$ cat src/rtl/eth_tx_rmii.sv
// RMII transmit stage: latches one packed Ethernet packet and sends it as
// preamble + SFD + packet bytes + CRC-32 FCS, then holds the inter-frame gap.
module eth_tx_rmii #(
    parameter int PACKET_BYTES = 60,
    parameter int PREAMBLE_LEN = 7,
    parameter int IFG_CYCLES   = 48
) (
    input  logic                      eth_clk,
    input  logic                      rst_n_in,
    input  logic                      send_packet,
    input  logic [PACKET_BYTES*8-1:0] eth_packet,
    output logic                      busy,
    output logic                      drop_pulse,
    output logic                      tx_en,
    output logic [1:0]                txd
);

    // byte counter also walks the preamble, so size it for whichever is longer
    localparam int BMAX = (PACKET_BYTES > PREAMBLE_LEN) ? PACKET_BYTES : PREAMBLE_LEN;
    localparam int BW   = $clog2(BMAX + 1);
    localparam int GW   = $clog2(IFG_CYCLES + 1);

    typedef enum logic [2:0] {S_IDLE, S_PRE, S_SFD, S_DATA, S_FCS, S_IFG} state_t;

    // reflected CRC-32, two bits per call, txd[0] is the earlier bit on the wire
    function automatic logic [31:0] crc_dibit(input logic [31:0] c, input logic [1:0] d);
        logic [31:0] r;
        r = c;
        for (int i = 0; i < 2; i++) begin
            if (r[0] ^ d[i]) r = (r >> 1) ^ 32'hEDB8_8320;
            else             r = r >> 1;
        end
        return r;
    endfunction

    logic [1:0]                rst_sync_q, rst_sync_d;
    logic                      rst_n;
    state_t                    state_q, state_d, nxt;
    logic [BW-1:0]             byte_q, byte_d, term;
    logic [1:0]                dibit_q, dibit_d;
    logic [GW-1:0]             ifg_q, ifg_d;
    logic [31:0]               crc_q, crc_d;
    logic [PACKET_BYTES*8-1:0] shadow_q, shadow_d;
    logic                      send_q, send_d;
    logic                      primed_q, primed_d;
    logic                      busy_q, busy_d;
    logic                      drop_q, drop_d;
    logic                      tx_en_q, tx_en_d;
    logic [1:0]                txd_q, txd_d;
    logic [7:0]                data_byte;
    logic [1:0]                data_dibit;
    logic                      req, ifg_last, accept;

    // reset asserts immediately, releases two clocks later on a clean edge
    always_comb rst_sync_d = {rst_sync_q[0], 1'b1};

    // reset synchroniser flops
    always_ff @(posedge eth_clk or negedge rst_n_in) begin
        if (!rst_n_in) rst_sync_q <= 2'b00;
        else           rst_sync_q <= rst_sync_d;
    end

    assign rst_n = rst_sync_q[1];

    // primed_q masks the first cycle after reset so a request level held
    // through reset is only sampled, never taken as a rising edge
    assign req      = send_packet & ~send_q & primed_q;
    assign ifg_last = (state_q == S_IFG) && (ifg_q == GW'(IFG_CYCLES - 1));
    assign accept   = req && ((state_q == S_IDLE) || ifg_last);

    // all state and registered outputs
    always_ff @(posedge eth_clk or negedge rst_n) begin
        if (!rst_n) begin
            state_q  <= S_IDLE;
            byte_q   <= '0;
            dibit_q  <= '0;
            ifg_q    <= '0;
            crc_q    <= 32'hFFFF_FFFF;
            shadow_q <= '0;
            send_q   <= 1'b0;
            primed_q <= 1'b0;
            busy_q   <= 1'b0;
            drop_q   <= 1'b0;
            tx_en_q  <= 1'b0;
            txd_q    <= 2'b00;
        end else begin
            state_q  <= state_d;
            byte_q   <= byte_d;
            dibit_q  <= dibit_d;
            ifg_q    <= ifg_d;
            crc_q    <= crc_d;
            shadow_q <= shadow_d;
            send_q   <= send_d;
            primed_q <= primed_d;
            busy_q   <= busy_d;
            drop_q   <= drop_d;
            tx_en_q  <= tx_en_d;
            txd_q    <= txd_d;
        end
    end

    // next position in the frame, then the pins/CRC for that next position
    always_comb begin
        state_d    = state_q;
        byte_d     = byte_q;
        dibit_d    = dibit_q;
        ifg_d      = ifg_q;
        crc_d      = crc_q;
        shadow_d   = shadow_q;
        send_d     = send_packet;
        primed_d   = 1'b1;
        drop_d     = req && !accept && (state_q != S_IDLE);
        tx_en_d    = 1'b0;
        txd_d      = 2'b00;
        term       = '0;
        nxt        = S_IDLE;
        data_byte  = '0;
        data_dibit = '0;

        case (state_q)
            S_PRE:   begin term = BW'(PREAMBLE_LEN - 1); nxt = S_SFD;  end
            S_SFD:   begin term = '0;                    nxt = S_DATA; end
            S_DATA:  begin term = BW'(PACKET_BYTES - 1); nxt = S_FCS;  end
            S_FCS:   begin term = BW'(3);                nxt = S_IFG;  end
            default: ;
        endcase

        case (state_q)
            S_PRE, S_SFD, S_DATA, S_FCS: begin
                dibit_d = dibit_q + 2'd1;
                if (dibit_q == 2'd3) begin
                    if (byte_q == term) begin
                        state_d = nxt;
                        byte_d  = '0;
                        ifg_d   = '0;
                    end else begin
                        byte_d = byte_q + 1'b1;
                    end
                end
            end
            S_IFG: begin
                if (ifg_last) state_d = S_IDLE;
                else          ifg_d   = ifg_q + 1'b1;
            end
            default: ;
        endcase

        if (accept) begin
            state_d  = S_PRE;
            byte_d   = '0;
            dibit_d  = '0;
            shadow_d = eth_packet;
            crc_d    = 32'hFFFF_FFFF;
        end

        data_byte  = shadow_q[8*(PACKET_BYTES - 1 - int'(byte_d)) +: 8];
        data_dibit = data_byte[2*dibit_d +: 2];

        case (state_d)
            S_PRE: begin
                tx_en_d = 1'b1;
                txd_d   = 2'b01;
            end
            S_SFD: begin
                tx_en_d = 1'b1;
                txd_d   = (dibit_d == 2'd3) ? 2'b11 : 2'b01;
            end
            S_DATA: begin
                tx_en_d = 1'b1;
                txd_d   = data_dibit;
                crc_d   = crc_dibit(crc_q, data_dibit);
            end
            S_FCS: begin
                // CRC is final on entry; shift it out inverted, bit 0 first
                tx_en_d = 1'b1;
                txd_d   = ~crc_q[1:0];
                crc_d   = {2'b11, crc_q[31:2]};
            end
            default: ;
        endcase

        busy_d = (state_d != S_IDLE);
    end

    assign busy       = busy_q;
    assign drop_pulse = drop_q;
    assign tx_en      = tx_en_q;
    assign txd        = txd_q;

endmodule
$ cat config.mk
export PLATFORM = sky130hd
export DESIGN_NAME = eth_tx_rmii
export DESIGN_NICKNAME = d
export VERILOG_FILES = /design/src/rtl/eth_tx_rmii.sv
export SDC_FILE = /design/constraint.sdc
export NUM_CORES = 1
export LEC_CHECK = 0
export CORE_ASPECT_RATIO = 0.5
export CORE_MARGIN = 10
export CORE_UTILIZATION = 48
export DETAILED_ROUTE_END_ITERATION = 16
export HOLD_SLACK_MARGIN = 0.03
export MAX_ROUTING_LAYER = met4
export PLACE_DENSITY = 0.83
export SLEW_MARGIN = 20
export SYNTH_ARGS = -nofsm -noshare
export SYNTH_HDL_FRONTEND = slang
export SYNTH_SLANG_ARGS = --single-unit
$ cat constraint.sdc
create_clock -name eth_clk -period 15.19 [get_ports eth_clk]
set_clock_uncertainty 0.1 [all_clocks]
set_input_delay 2.2785 -clock eth_clk [delete_from_list [all_inputs] [get_ports eth_clk]]
set_output_delay 2.2785 -clock eth_clk [all_outputs]
set_load 0.005 [all_outputs]
==> results.json <==
{
  "switching_share_pct": 46.54,
  "tritoncts": "yes",
  "synthDistinctLibCells": 105,
  "drc": 0,
  "grt_pass1_vias": 25020,
  "grt_pass1_wl_mm": 155.8,
  "worst_r2r_path_depth": 21,
  "worstPathArrival_ns": 9.31,
  "die_w_um": 350.2,
  "die_h_um": 185.1,
  "rrSetupSlack_ns": 7.01,
  "synth_edf_count": 0,
  "synth_top_area_cell": "dfrtp_1",
  "vias": 25700,
  "clk_path_buf_depth": 3,
  "wl_mm": 107.0,
  "finalSetupTns_ns": 0,
  "p_switching_w": 0.003601,
  "placed_area_mm2": 0.03141,
  "final_max_slew_viol_count": 0,
  "pwr-share-seq_pct": 34.0,
  "antenna_found_initial": 27,
  "ys.flop_type": "dfrtp_1",
  "p_leak_nw": 15.64,
  "intPower_w": 0.004136,
  "period_minus_slack_ns": 8.898,
  "clkTransAtPathRegs_ns": 0.06,
  "yosys-top-cells-area": "dfrtp_1, nand2_1, dfstp_2",
  "grt_max_degree": 205,
  "drt_pre_antenna_iters": 6,
  "clkSinkCount": 538,
  "synth_cells": 3143,
  "status": "finished, final reports clean",
  "h-tree-depth": 2,
  "fin_nets": 3999,
  "hpwl_mm": 75.76,
  "port_buffers": 487,
  "gp_congestion": 0.9491,
  "drv_cap": 0,
  "combinationalPowerShare_pct": 49.1,
  "powerDensity_mw_per_mm2": 233.2,
  "ant_nets": 0,
  "postSynth.asyncResetShare_pct": 100.0,
  "crit_path_end_kind": "register",
  "avgSynthCellArea_um2": 8.325,
  "maxSlewHeadroom_pct": 25.66,
  "ys_ff_latch": 538,
  "fin_crit_sh_pct": 58.58,
  "r2r_start": "byte_q[0]",
  "grt-ovfl-total": 0,
  "hold_class": "register to async pin",
  "cts_root_buf": "clkbuf_16",
  "finalSetupViolations": 0,
  "synth.top_cell.area_share_pct": 48.39,
  "finalInstanceArea_mm2": 0.03317,
  "utilization_pct": 61.63,
  "wl_per_cell_um": 24.93,
  "irDropWorstVdd_mv": 0.1500,
  "fmax_mhz": 112.4,
  "path_max_fanout": 52,
  "initial_core_util_pct": 48.61,
  "cts-resized-gates": 0,
  "fill_cells": 4499,
  "cts_setup_buffers": 0,
  "critical_path_class": "input port to register",
  "start_kind": "input port",
  "die_area_mm2": 0.06482,
  "io_pins": 488,
  "hold_viol": 0,
  "clkPwrFrac_pct": 16.9,
  "worstReg2RegEnd": "crc_q[8]",
  "syn_area_mm2": 0.02617,
  "drive_gt1_share_pct": 6.873,
  "cts-hold-fix-buffers": 0,
  "area_delta_synth_final_pct": 26.78,
  "yosysWarnings": 0,
  "vias_per_cell": 5.986,
  "rsz0062_at_grt": "false",
  "rows": 60,
  "gr-usage-all-layers_pct": 32.72,
  "synth-seq-area-share_pct": 51.60,
  "cts_made_buffers": 49,
  "coreArea_mm2": 0.05383,
  "drtIter0Drc": 3316,
  "critPathRequiredTime_ns": 15.60,
  "insertion_delay_ns": 0.60,
  "tightest_slew_ns": 1.112
}
## cells in the mapped netlist (all sizes together) (5+ instances only)
cell	instances
dfstp	32
a211oi	18
a31oi	33
a211o	9
nand2	1545
o21a	5
o311ai	6
a22oi	13
nor3	21
a2bb2oi	5
inv	22
o32ai	6
buf	67
nand3	59
a221oi	13
xor2	5
mux2i	30
o41ai	5
a311oi	8
o211ai	21
or3	15
xnor2	7
o221ai	39
clkbuf	146
o2111ai	14
o31a	11
nor2	96
o21ai	116
o22ai	61
mux2	30
nor4	10
o31ai	9
dfrtp	506
a221o	7
nand4	9
a21oi	48
and2	7
and3	17
nand2b	7
## worst max path at each step
stage / start / to / slack, ns / depth (start not counted)
floorplan: rst_sync_q[1] / busy / 6.36 / 0
global placement: send_packet / crc_q[8] / 6.30 / 20
detailed placement: send_packet / crc_q[23] / 6.07 / 20
CTS: send_packet / crc_q[23] / 6.69 / 20
global route: send_packet / crc_q[9] / 6.23 / 20
finish: send_packet / crc_q[8] / 6.29 / 20
## logic make-up after synthesis
kind of cell | share of synthesized area [%]
AOI/OAI and AO/OA | 13.74
xor gates and xnor gates | 0.5164
adders and majority gates | 0.1913
buffers and inverters | 4.036
DFF | 51.60
muxes | 2.439
other | 0.01433
and+or+nand+nor | 27.46
## placed cells by master, fill, tap and decap left out, types with 8 or more instances in the layout
| master | n |
|---|---|
| clkbuf_1 | 8 |
| dfstp_2 | 32 |
| a22oi_1 | 10 |
| o2111ai_1 | 13 |
| clkbuf_16 | 51 |
| and3_1 | 17 |
| a221oi_1 | 12 |
| diode_2 | 30 |
| o31a_1 | 11 |
| or3_1 | 15 |
| o21ai_1 | 10 |
| inv_1 | 19 |
| nand2_1 | 1541 |
| buf_4 | 38 |
| mux2_2 | 30 |
| mux2i_1 | 30 |
| clkdlybuf4s50_1 | 487 |
| a21oi_1 | 48 |
| nand4_1 | 9 |
| clkbuf_8 | 10 |
| a31oi_1 | 30 |
| nor2_1 | 91 |
| o211ai_1 | 19 |
| o221ai_1 | 39 |
| nand3_1 | 59 |
| nor3_1 | 19 |
| dfrtp_1 | 505 |
| a211o_1 | 9 |
| o21ai_0 | 103 |
| nor4_1 | 8 |
| clkinv_2 | 9 |
| a211oi_1 | 15 |
| o22ai_1 | 51 |
## layout make-up
cell class / count / area, um2 / area share [%]
sequential: 538 / 13510 / 40.71
multi-input combinational: 2370 / 11690 / 35.25
antenna: 30 / 75.07 / 0.2263
clock buffer: 69 / 1444 / 4.352
inverter: 23 / 86.33 / 0.2602
timing repair buffer: 530 / 5259 / 15.85
clock inverter: 20 / 217.7 / 0.6563
tap: 713 / 892.1 / 2.689
## metrics by stage
stage / power (W) / instances / setup WS, ns / hold WS [ns]
after global routing: 0.008063 / 4290 / 6.227 / 0.2606
after floorplan: 0.004816 / 3144 / 6.363 / 0.2311
after detailed placement: 0.006223 / 4173 / 6.067 / 0.2287
final: 0.007737 / 4293 / 6.292 / 0.2186
after global placement: 0.006145 / 4173 / 6.300 / 0.2304
after CTS: 0.007544 / 4262 / 6.688 / 0.2349
## sequential cells by signal (all words and copies together) (netlist names)
name        count
crc_q          32
primed_q        1
tx_en           1
state_q         3
txd             2
rst_sync_q      2
shadow_q      480
busy            1
dibit_q         2
send_q          1
drop_pulse      1
ifg_q           6
byte_q          6
## power groups by stage
| stage | Combinational [W] | Clock [W] | Sequential (W) |
|---|---|---|---|
| 4_1_cts | 0.00363 | 0.00131 | 0.00260 |
| 5_1_grt | 0.00400 | 0.00138 | 0.00269 |
| 3_5_place_dp | 0.00361 | 0 | 0.00261 |
| 3_3_place_gp | 0.00355 | 0 | 0.00259 |
| 2_1_floorplan | 0.00236 | 0 | 0.00245 |
| 6_report | 0.00380 | 0.00131 | 0.00263 |
## critical path: stages
cell             delay [ns]
clkdlybuf4s50_1        0.48
and3b_1                0.57
a2bb2oi_2              0.12
buf_4                  0.29
o21ai_4                0.10
buf_4                  0.39
inv_2                  0.36
ha_2                   0.43
buf_4                  0.49
inv_1                  0.59
a211oi_2               0.74
o221ai_1               0.24
o22ai_1                0.24
o41ai_1                0.14
o22ai_1                0.23
a22o_1                 0.23
o2111a_1               0.49
xnor3_1                0.31
nor2_2                 0.35
o22ai_2                0.14
## per-layer routing
metal  track usage, %  wire [um]  share of wire [%]  vias up
met4            16.88       5718                5.3        0
met1            38.79      39910                 37    12550
li1                 -          -                  -    11250
met5                -          0                  0        -
met3            9.476      11230                 10      385
met2            50.73      50160                 47     1511
Note: power is estimated with default switching activity, not from simulation.
